**src/rtl/fft_uart_sequencer.sv**
```systemverilog
// Frame sequencer between UART RX, the FFT core and UART TX: collects FFT_SIZE
// sample bytes, runs the FFT, then streams 2*FFT_SIZE result bytes to the transmitter.
module fft_uart_sequencer #(
    parameter int FFT_SIZE = 32,
    parameter int SEL_W    = 6,
    parameter int TIMEOUT  = 100000
) (
    input  logic             i_clk,
    input  logic             i_rst,
    input  logic             i_rx_valid,
    input  logic             i_fft_done,
    input  logic             i_tx_done,
    output logic             o_rx_enable,
    output logic             o_fft_run,
    output logic [SEL_W-1:0] o_sel,
    output logic             o_tx_start,
    output logic             o_busy,
    output logic             o_frame_done,
    output logic             o_error
);
    localparam int CNT_W    = $clog2(FFT_SIZE) + 1;
    localparam int WD_W     = (TIMEOUT > 0) ? $clog2(TIMEOUT + 1) : 1;
    localparam int LAST_SEL = 2 * FFT_SIZE - 1;

    typedef enum logic [1:0] {IDLE, COLLECT, COMPUTE, SEND} state_t;

    state_t           state, state_nxt;
    logic [CNT_W-1:0] cnt, cnt_nxt;
    logic [WD_W-1:0]  wd, wd_nxt;
    logic [SEL_W-1:0] sel_nxt;
    logic             start_pend, start_pend_nxt;
    logic             rx_en_nxt, run_nxt, start_nxt, busy_nxt, fdone_nxt, err_nxt;

    always_ff @(posedge i_clk) begin
        if (i_rst) begin
            state        <= IDLE;
            cnt          <= '0;
            wd           <= '0;
            start_pend   <= 1'b0;
            o_rx_enable  <= 1'b1;
            o_fft_run    <= 1'b0;
            o_sel        <= '0;
            o_tx_start   <= 1'b0;
            o_busy       <= 1'b0;
            o_frame_done <= 1'b0;
            o_error      <= 1'b0;
        end else begin
            state        <= state_nxt;
            cnt          <= cnt_nxt;
            wd           <= wd_nxt;
            start_pend   <= start_pend_nxt;
            o_rx_enable  <= rx_en_nxt;
            o_fft_run    <= run_nxt;
            o_sel        <= sel_nxt;
            o_tx_start   <= start_nxt;
            o_busy       <= busy_nxt;
            o_frame_done <= fdone_nxt;
            o_error      <= err_nxt;
        end
    end

    always_comb begin
        state_nxt      = state;
        cnt_nxt        = cnt;
        wd_nxt         = wd;
        sel_nxt        = o_sel;
        start_pend_nxt = 1'b0;
        rx_en_nxt      = o_rx_enable;
        run_nxt        = o_fft_run;
        start_nxt      = 1'b0;
        fdone_nxt      = 1'b0;
        err_nxt        = 1'b0;
        case (state)
            IDLE: begin
                rx_en_nxt = 1'b1;
                run_nxt   = 1'b0;
                wd_nxt    = '0;
                if (i_rx_valid) begin
                    state_nxt = COLLECT;
                    cnt_nxt   = CNT_W'(1);
                    run_nxt   = 1'b1;
                end
            end
            COLLECT: begin
                // A byte arriving on the expiry edge wins over the watchdog.
                if (i_rx_valid) begin
                    wd_nxt  = '0;
                    cnt_nxt = cnt + CNT_W'(1);
                    if (cnt == CNT_W'(FFT_SIZE - 1)) begin
                        state_nxt = COMPUTE;
                        rx_en_nxt = 1'b0;
                    end
                end else if (TIMEOUT != 0 && wd == WD_W'(TIMEOUT - 1)) begin
                    state_nxt = IDLE;
                    run_nxt   = 1'b0;
                    err_nxt   = 1'b1;
                    cnt_nxt   = '0;
                    wd_nxt    = '0;
                end else if (TIMEOUT != 0 && wd != WD_W'(TIMEOUT)) begin
                    wd_nxt = wd + WD_W'(1);
                end
            end
            COMPUTE: begin
                if (i_fft_done) begin
                    state_nxt      = SEND;
                    run_nxt        = 1'b0;
                    sel_nxt        = '0;
                    start_pend_nxt = 1'b1;
                end
            end
            SEND: begin
                // Start is issued one cycle after o_sel settles so the mux output is stable.
                start_nxt = start_pend;
                if (i_tx_done) begin
                    if (o_sel == SEL_W'(LAST_SEL)) begin
                        state_nxt = IDLE;
                        fdone_nxt = 1'b1;
                        rx_en_nxt = 1'b1;
                    end else begin
                        sel_nxt        = o_sel + SEL_W'(1);
                        start_pend_nxt = 1'b1;
                    end
                end
            end
            default: state_nxt = IDLE;
        endcase
        busy_nxt = (state_nxt != IDLE);
    end
endmodule

```
**config.mk**
```make
export PLATFORM = sky130hd
export DESIGN_NAME = fft_uart_sequencer
export DESIGN_NICKNAME = d
export VERILOG_FILES = /design/src/rtl/fft_uart_sequencer.sv
export SDC_FILE = /design/constraint.sdc
export NUM_CORES = 1
export LEC_CHECK = 0
export ABC_CLOCK_PERIOD_IN_PS = 4800
export BUFFER_PORTS_ARGS = -buffer_cell sky130_fd_sc_hd__buf_2
export CAP_MARGIN = 20
export CORE_MARGIN = 3
export CORE_UTILIZATION = 40
export CTS_BUF_LIST = sky130_fd_sc_hd__clkbuf_8
export DETAILED_ROUTE_END_ITERATION = 8
export SLEW_MARGIN = 20
export SYNTH_ARGS = -nofsm -noshare
export SYNTH_HDL_FRONTEND = slang
export SYNTH_SLANG_ARGS = --single-unit
```
**constraint.sdc**
```tcl
create_clock -name i_clk -period 4.8 [get_ports i_clk]
set_input_delay 0.48 -clock i_clk [delete_from_list [all_inputs] [get_ports i_clk]]
set_output_delay 0.48 -clock i_clk [all_outputs]
set_load 0.05 [all_outputs]
```
After elaboration in Yosys (flattened, before gate mapping):

Index checks and enable logic that the tools add are counted.

* register bits: 38
* input port bits: 5
* word-level logic and storage cells: 85

* add/sub/neg operators: 3
* equality and inequality tests: 18
* mux-type cells: 36
* bitwise logic cells: 3
* reductions and logical operators: 14

Operators with widths (number)
* 17-bit two-way mux: 3
* 6-bit two-way mux: 6
* 17-bit case mux with 2 select lines: 1
* 6-bit case mux with 2 select lines: 2
* 2-bit inequality test (second input constant): 9
* 17-bit by 1-bit adder with 17-bit output (second input constant): 1
* 17-bit equality test (second input constant): 1
* 17-bit inequality test (second input constant): 1
* 2-bit two-way mux: 7
* 1-bit two-way mux: 13
* 6-bit by 1-bit adder with 6-bit output (second input constant): 2
* 2-bit case mux with 4 select lines: 1
* 4-bit AND reduction: 2
* 6-bit by 5-bit equality test with 1-bit output (second input constant): 1
* 6-bit equality test (second input constant): 1
* 1-bit case mux with 3 select lines: 2
* 2-bit nonzero test: 3
* 3-bit nonzero test: 2
* 3-bit OR reduction: 2
* 5-bit AND reduction: 1
* 2-bit equality test (second input constant): 2
* 4-bit inequality test (second input constant): 1
* 3-bit inequality test (second input constant): 1
* 1-bit inverter: 3
* 6 further kinds: 6

Depth between registers and ports, before layout:

Gate-level depths: netlist of the first run.

* word-level depth: 5
* gate-level depth with buffers: 9
* mapped depth without buffers: 7

Worst setup path after synthesis of the first run:

Ideal clock, no wire load.

* path kind: register to register
* start point: register o_sel[0]
* end point: register o_busy
* arrival: 2.075 ns
* required time: 4.668 ns
* setup slack: 2.593 ns
* stages on the path, launching flop included: 7
* path buffers: 0
* period minus slack after synthesis: 2.207 ns
* path through: dfxtp_1 ha_1 nand4_1 o21a_1 nor4_1 a221oi_1 or3b_2

* word-level cells in the longest chain between the ends: 5

Ends and longest elaborated chain
* start, declared: RTL line 15 `output logic [SEL_W-1:0] o_sel,`
* start signal, assigned: RTL line 54 `o_sel <= sel_nxt;`
* 6-bit equality test: RTL line 115 `if (o_sel == SEL_W'(LAST_SEL)) begin`
* 2-bit two-way mux: RTL line 115
* 2-bit two-way mux: RTL line 114 `if (i_tx_done) begin`
* 2-bit case mux with 4 select lines: RTL line 73 `case (state)`
* 2-bit nonzero test: RTL line 127 `busy_nxt = (state_nxt != IDLE);`
* end signal, assigned: RTL line 56 `o_busy <= busy_nxt;`
* end, declared: RTL line 17 `output logic o_busy,`

No other way between the ends.
A chain may end at the register's enable or synchronous reset.

Final worst setup path of the first run:

* start point: register state[0]
* end point: register wd[7]

* word-level cells in the longest chain between the ends: 3

Ends and longest elaborated chain
* start, declared: RTL line 27 `state_t state, state_nxt;`
* start signal, assigned: RTL line 48 `state <= state_nxt;`
* 2-bit by 1-bit equality test with 1-bit output or 2-bit zero test (tied branches): RTL line 73
* 4-bit inequality test (no source line) or 2-bit nonzero test (tied branches)
* 2-bit AND reduction (no source line)
* end signal, assigned: RTL line 50 `wd <= wd_nxt;`
* end, declared: RTL line 29 `logic [WD_W-1:0] wd, wd_nxt;`

Several ways; a longest one is shown, not always the timed one.

==> results.md, run 1 <==
- Width of the die: 78.0 um
- WL/cell: 13.9 um
- Slew @ Worst Pin: 0.696 ns
- Number of inserted diodes: 0
- Root buf cell: clkbuf_8
- Lkg Pwr: 0.792 nW
- Worst-path fanout max: 11
- EDFF count, synth: 0
- Layout Nets: 267
- # IOs: 17
- Placement Setup Slack: 2.48 ns
- Hold buffers post-CTS: 0
- Post-Syn Nets: 255
- IO buf count: 16
- Full die area: 6090 um2
- Clock transition at path regs: 0.08 ns
- Largest net degree at the start of global routing: 21
- Yosys cell types: 51
- Initial DRC Count: 83
- Critical path class: flip-flop to flip-flop
- Starting Density: 42.5%
- Via density: 5.62
- Routed wire length: 4470 um
- RSZ-0062 raised after global routing: no
- Setup WS post-layout: 2.40 ns
- Rows: 25
- Rel. slew slack: 53.6%
- Primary FF master, synth: dfxtp_1
- Fraction of registers with async set/reset: 0%
- Worst EP arrival: 2.62 ns
- Mapped cell area: 2080 um2
- Post-synth top area share: 36.6%
- Share of cells above drive strength 1: 13.0%
- Hold Path Class: input pin to flip-flop
- Final worst path period share: 50.0%
- Register area share after synthesis: 36.6%
- Slew Viols, Final: 0
- Number of antenna violations at the first check in global routing: 0
- Post-CTS resize count: 0
- CP required: 5.02 ns
- Worst VDD drop: 0.000121 V
- Clk_lat worst skew: 0.29 ns
- Synthesized area per cell: 8.61 um2
- Outcome: finished clean
- Dpl hpwl: 3200 um
- Commonest non-fill, non-tap cell in the layout: dfxtp_1
- Post-layout minimum cycle time: 2.40 ns
- Area delta synth->final: 10.8%
- Clock skew: 0.00692 ns
- Max-Cap Viols: 0
- FF+latch count, synth: 38
- First-pass GRT wire length: 7910 um
- CP Capture Type: flip-flop
- Total track usage: 16.0%
- Routed Antenna Nets: 0
- Vias in the first global route: 1,680
- FILL cells: 500
- CTS tree: built
- 1st-pass router iterations: 6
- Core Footprint: 4880 um2
- Synth Warn #: 0
- Final TNS setup: 0 ns
- Most frequent cells in the layout: dfxtp_1, a21oi_1, nand2_1, nor2_1, buf_2
- Longest Clk Path Bufs: 2
- Vias after detailed routing: 1,803
- Die height: 78.0 um
- Power density cells: 289 nW/um2
- # Post-CTS Setup Buffers: 0
- Final Hold Fails: 0
- Placer Congestion: 0.816
- H-tree depth: 2
- Post-synth top area cell: dfxtp_1
- CP Launch Type: flip-flop
- Final setup viols: 0
- F_max: 416 MHz
- TritonCTS sink count: 38
- Synth top area cells: dfxtp_1, a21oi_1, ha_1, nand2_1, nor2_1
- Syn Inst Count: 241
- DRC violations left: 0
- Num CTS Buffers: 5
- Grt ovf: 0
[registers in the layout (all words and copies together) (netlist names)]
register and count:
start_pend 1, o_sel 6, o_frame_done 1, o_error 1, o_rx_enable 1, wd 17
o_tx_start 1, o_busy 1, state 2, cnt 6, o_fft_run 1
[metal layers]
metal / share of wire (%) / global-route usage, %
met1: 52 / 22.8
met2: 43 / 23.3
met3: 3.9 / 3.10
met4: 0.92 / 7.34
met5: 0 / 0
[path summary, 6_finish.rpt]
path | startpoint | endpoint | cells after the start | slack (ns)
max | state[0]$_SDFF_PP0_ | wd[7]$_SDFFE_PP0P_ | 7 | 2.40
min | i_fft_done | start_pend$_SDFF_PP0_ | 3 | 0.46
max reg2reg | state[0]$_SDFF_PP0_ | wd[7]$_SDFFE_PP0P_ | 7 | 2.40
min reg2reg | start_pend$_SDFF_PP0_ | o_tx_start$_SDFF_PP0_ | 1 | 0.47
[synth_stat cells, drive strengths merged, types with 2 or more instances]
cell / instances
or4: 5
a41oi: 2
clkbuf: 8
dfxtp: 38
nor4b: 3
xor2: 6
xnor2: 3
nor2: 17
nor2b: 2
o21bai: 2
a21oi: 23
nand2b: 4
o211ai: 5
o31ai: 6
nand4: 10
buf: 3
inv: 7
or3b: 2
nor4: 4
o21ba: 2
o21ai: 12
nor3: 5
nand2: 17
and3: 5
nand3: 9
and4: 5
ha: 9
or3: 10
[cell families (layout without fill, tap and decap cells)]
logic type      Yosys count  count (layout)  synth area share, %
mux                       1               1                0.482
simple gates            103             103                 30.2
buf+inv                  18              31                 3.74
flops                    38              38                 36.6
fa+ha+maj                 9               9                 5.43
compound gates           63              63                 19.7
xor+xnor                  9               9                 3.80
[through the flow]
stage | total power [mW] | instance area, um2 | cells | util (%) | hold WS [ns]
finish | 0.666 | 2300 | 321 | 47.1 | 0.463
global route | 0.699 | 2300 | 321 | 47.1 | 0.473
CTS | 0.674 | 2300 | 321 | 47.1 | 0.460
detailed placement | 0.403 | 2190 | 313 | 44.8 | 0.453
global placement | 0.403 | 2190 | 313 | 44.8 | 0.453
floorplan | 0.385 | 2080 | 241 | - | 0.440
[report_power, final]
group | total (mW) | internal (mW) | leakage [nW] | switching, mW
Clock | 0.268 | 0.153 | 0.0579 | 0.115
Combinational | 0.0710 | 0.0217 | 0.427 | 0.0493
Sequential | 0.326 | 0.321 | 0.307 | 0.00481
Total | 0.666 | 0.496 | 0.792 | 0.170
[final cells by class]
type | instances | area, um2 | share of cell area, %
inverter | 7 | 26.3 | 1.14
clock inverter | 3 | 40.0 | 1.74
tap | 67 | 83.8 | 3.65
clock buffer | 5 | 68.8 | 2.99
sequential | 38 | 761 | 33.1
timing repair buffer | 16 | 80.1 | 3.48
multi-input combinational | 185 | 1240 | 53.9
[critical path: stages (launching register included)]
cell	delay (ns)
dfxtp_1	0.34
inv_1	0.13
ha_1	0.40
inv_1	0.13
nand2_1	0.29
o21ai_1	0.31
or4_1	0.57
a21oi_1	0.15
No activity file was read; power rests on OpenSTA's default activity.
==> run 2, diff against run 1 <==
--- a/config.mk
+++ b/config.mk
@@ -5,7 +5,7 @@
 export SDC_FILE = /design/constraint.sdc
 export NUM_CORES = 1
 export LEC_CHECK = 0
-export ABC_CLOCK_PERIOD_IN_PS = 4800
+export ABC_CLOCK_PERIOD_IN_PS = 2400
 export BUFFER_PORTS_ARGS = -buffer_cell sky130_fd_sc_hd__buf_2
 export CAP_MARGIN = 20
 export CORE_MARGIN = 3
==> constraint.sdc (replaced) <==
create_clock -name i_clk -period 2.4 [get_ports i_clk]
set_input_delay 0.24 -clock i_clk [delete_from_list [all_inputs] [get_ports i_clk]]
set_output_delay 0.24 -clock i_clk [all_outputs]
set_load 0.05 [all_outputs]
==> run 2 against run 1 <==
Register-to-register slack got worse by 2.1 ns. Utilization rose by 1.4 points. Sequential share of layout area fell by 0.96 points. Clock skew rose by 0.0019 ns. Final area rose by 3.0%. Largest cell class unchanged. Sequential power rose by 100%. Highest routed layer unchanged. Die area did not move. Via count rose by 0.72%.
==> results.md, run 2 (synthesis results as in run 1) <==
- Outcome: finished clean
- Reg-to-Reg End: o_busy$_SDFF_PP0_
- Core Util, Final: 48.5%
- IO buf count: 16
- DRC violations left: 0
- Most frequent cells in the layout: dfxtp_1, a21oi_1, nand2_1, nor2_1, buf_2
- Post-layout minimum cycle time: 2.13 ns
- Rel. slew slack: 58.0%
- Grt ovf: 0
- Max-Cap Viols: 0
- CP required: 2.57 ns
- CP Launch Type: flip-flop
- Worst R2R Setup Slack: 0.27 ns
- Placed cells: 318
- Hold path depth: 3
- Final Hold Fails: 0
- RR Startpoint: wd[1]$_SDFFE_PP0P_
- RSZ-0062 raised after global routing: no
- F_max: 470 MHz
- Placer Congestion: 0.783
- Share of cells above drive strength 1: 14.3%
- Final worst path period share: 88.6%
- Slew @ Worst Pin: 0.622 ns
- Final Non-Filler Cells: 326
- Hold path endpoint: start_pend$_SDFF_PP0_
- Rows: 25
- Max FFs per register: 17
- Number of inserted diodes: 0
- Via density: 5.57
- CP Capture Type: flip-flop
- Starting Density: 42.5%
- Core Footprint: 4880 um2
- Post-CTS resize count: 0
- First-pass GRT wire length: 7650 um
- CTS tree: built
- Num CTS Buffers: 5
- # IOs: 17
- Lkg Pwr: 0.829 nW
- Initial DRC Count: 98
- Power density cells: 626 nW/um2
- Total chip power: 1.48 mW
- Largest registers: wd x17, cnt x6, o_sel x6
- Dpl hpwl: 3210 um
- # Post-CTS Setup Buffers: 0
- Hold Path Class: input pin to flip-flop
- Largest net degree at the start of global routing: 21
- Vias after detailed routing: 1,816
- Worst EP arrival: 2.29 ns
- Vias in the first global route: 1,573
- Critical path class: flip-flop to flip-flop
- Routed wire length: 4520 um
- Total track usage: 15.6%
- Clk_lat worst skew: 0.30 ns
- Top reg by flops: wd
- Longest Clk Path Bufs: 2
- Layout Nets: 272
- TritonCTS sink count: 38
- Routed Antenna Nets: 0
- Slew Viols, Final: 0
- Number of antenna violations at the first check in global routing: 0
- Commonest non-fill, non-tap cell in the layout: dfxtp_1
- Worst-case reg-to-reg path depth: 6
- Full die area: 6090 um2
- Worst Hold Launch: i_fft_done
- Worst VDD drop: 0.000279 V
- 1st-pass router iterations: 4
- H-tree depth: 2
- Area delta synth->final: 14.1%
- Root buf cell: clkbuf_8
- Worst-path fanout max: 6
- Hold buffers post-CTS: 0
- Clock transition at path regs: 0.08 ns
- Die height: 78.0 um
- Width of the die: 78.0 um
- Clock skew: 0.00883 ns
- Final setup viols: 0
- WL/cell: 13.9 um
- Final TNS setup: 0 ns
[run 2: changes by cell type in the layout (fill, tap and decap cells not counted)]
cell | before | now
clkbuf_8 | 5 | 6
nor2_2 | 1 | 0
nor2_1 | 16 | 17
buf_4 | 0 | 5
bufinv_16 | 1 | 2
clkinv_2 | 2 | 0
[run 2: how the worst max path moves through the flow]
stage          slack [ns]                  to  cells past startpoint             startpoint
3_5_place_dp         0.33   o_busy$_SDFF_PP0_                      6     wd[1]$_SDFFE_PP0P_
5_1_grt              0.17  wd[7]$_SDFFE_PP0P_                      8    state[0]$_SDFF_PP0_
4_1_cts              0.29   o_busy$_SDFF_PP0_                      6     wd[1]$_SDFFE_PP0P_
3_3_place_gp         0.38   o_busy$_SDFF_PP0_                      6     wd[1]$_SDFFE_PP0P_
2_1_floorplan        0.19   o_busy$_SDFF_PP0_                      6  o_sel[0]$_SDFFE_PP0P_
6_report             0.27   o_busy$_SDFF_PP0_                      6     wd[1]$_SDFFE_PP0P_
[run 2: critical path, stage by stage, from the launching register on]
cell and delay, ns:
dfxtp_1 0.38, ha_1 0.20, and4_1 0.37, nand4_4 0.18, o21ai_0 0.25, a2111o_1 0.18
or3b_2 0.43
[run 2: layout make-up]
class	count	area, um2
Clock buffer	6	82.6
Multi-Input combinational cell	185	1240
Sequential cell	38	761
Timing Repair Buffer	21	118
Inverter	7	26.3
Fill cell	496	2510
Clock inverter	2	60.1
Tap cell	67	83.8
[run 2: metrics by stage]
step / hold WS, ns / cell area (um2) / setup WS, ns
6_report: 0.223 / 2370 / 0.275
5_1_grt: 0.243 / 2370 / 0.172
4_1_cts: 0.214 / 2370 / 0.293
3_5_place_dp: 0.450 / 2230 / 0.328
3_3_place_gp: 0.449 / 2230 / 0.378
2_1_floorplan: 0.326 / 2080 / 0.193
[run 2: layer usage]
| layer | up-vias | GRT usage, % | wire length [um] |
|---|---|---|---|
| li1 | 949 | - | - |
| met1 | 835 | 22.9 | 2420 |
| met2 | 25 | 21.8 | 1890 |
| met3 | 7 | 3.90 | 152 |
| met4 | 0 | 5.77 | 61 |
| met5 | - | 0 | 0 |
[run 2: where the power goes]
group / internal [mW] / leakage (nW) / switching, mW
registers: 0.643 / 0.307 / 0.00946
clock network: 0.443 / 0.0714 / 0.232
logic: 0.0538 / 0.451 / 0.101
total: 1.14 / 0.829 / 0.343
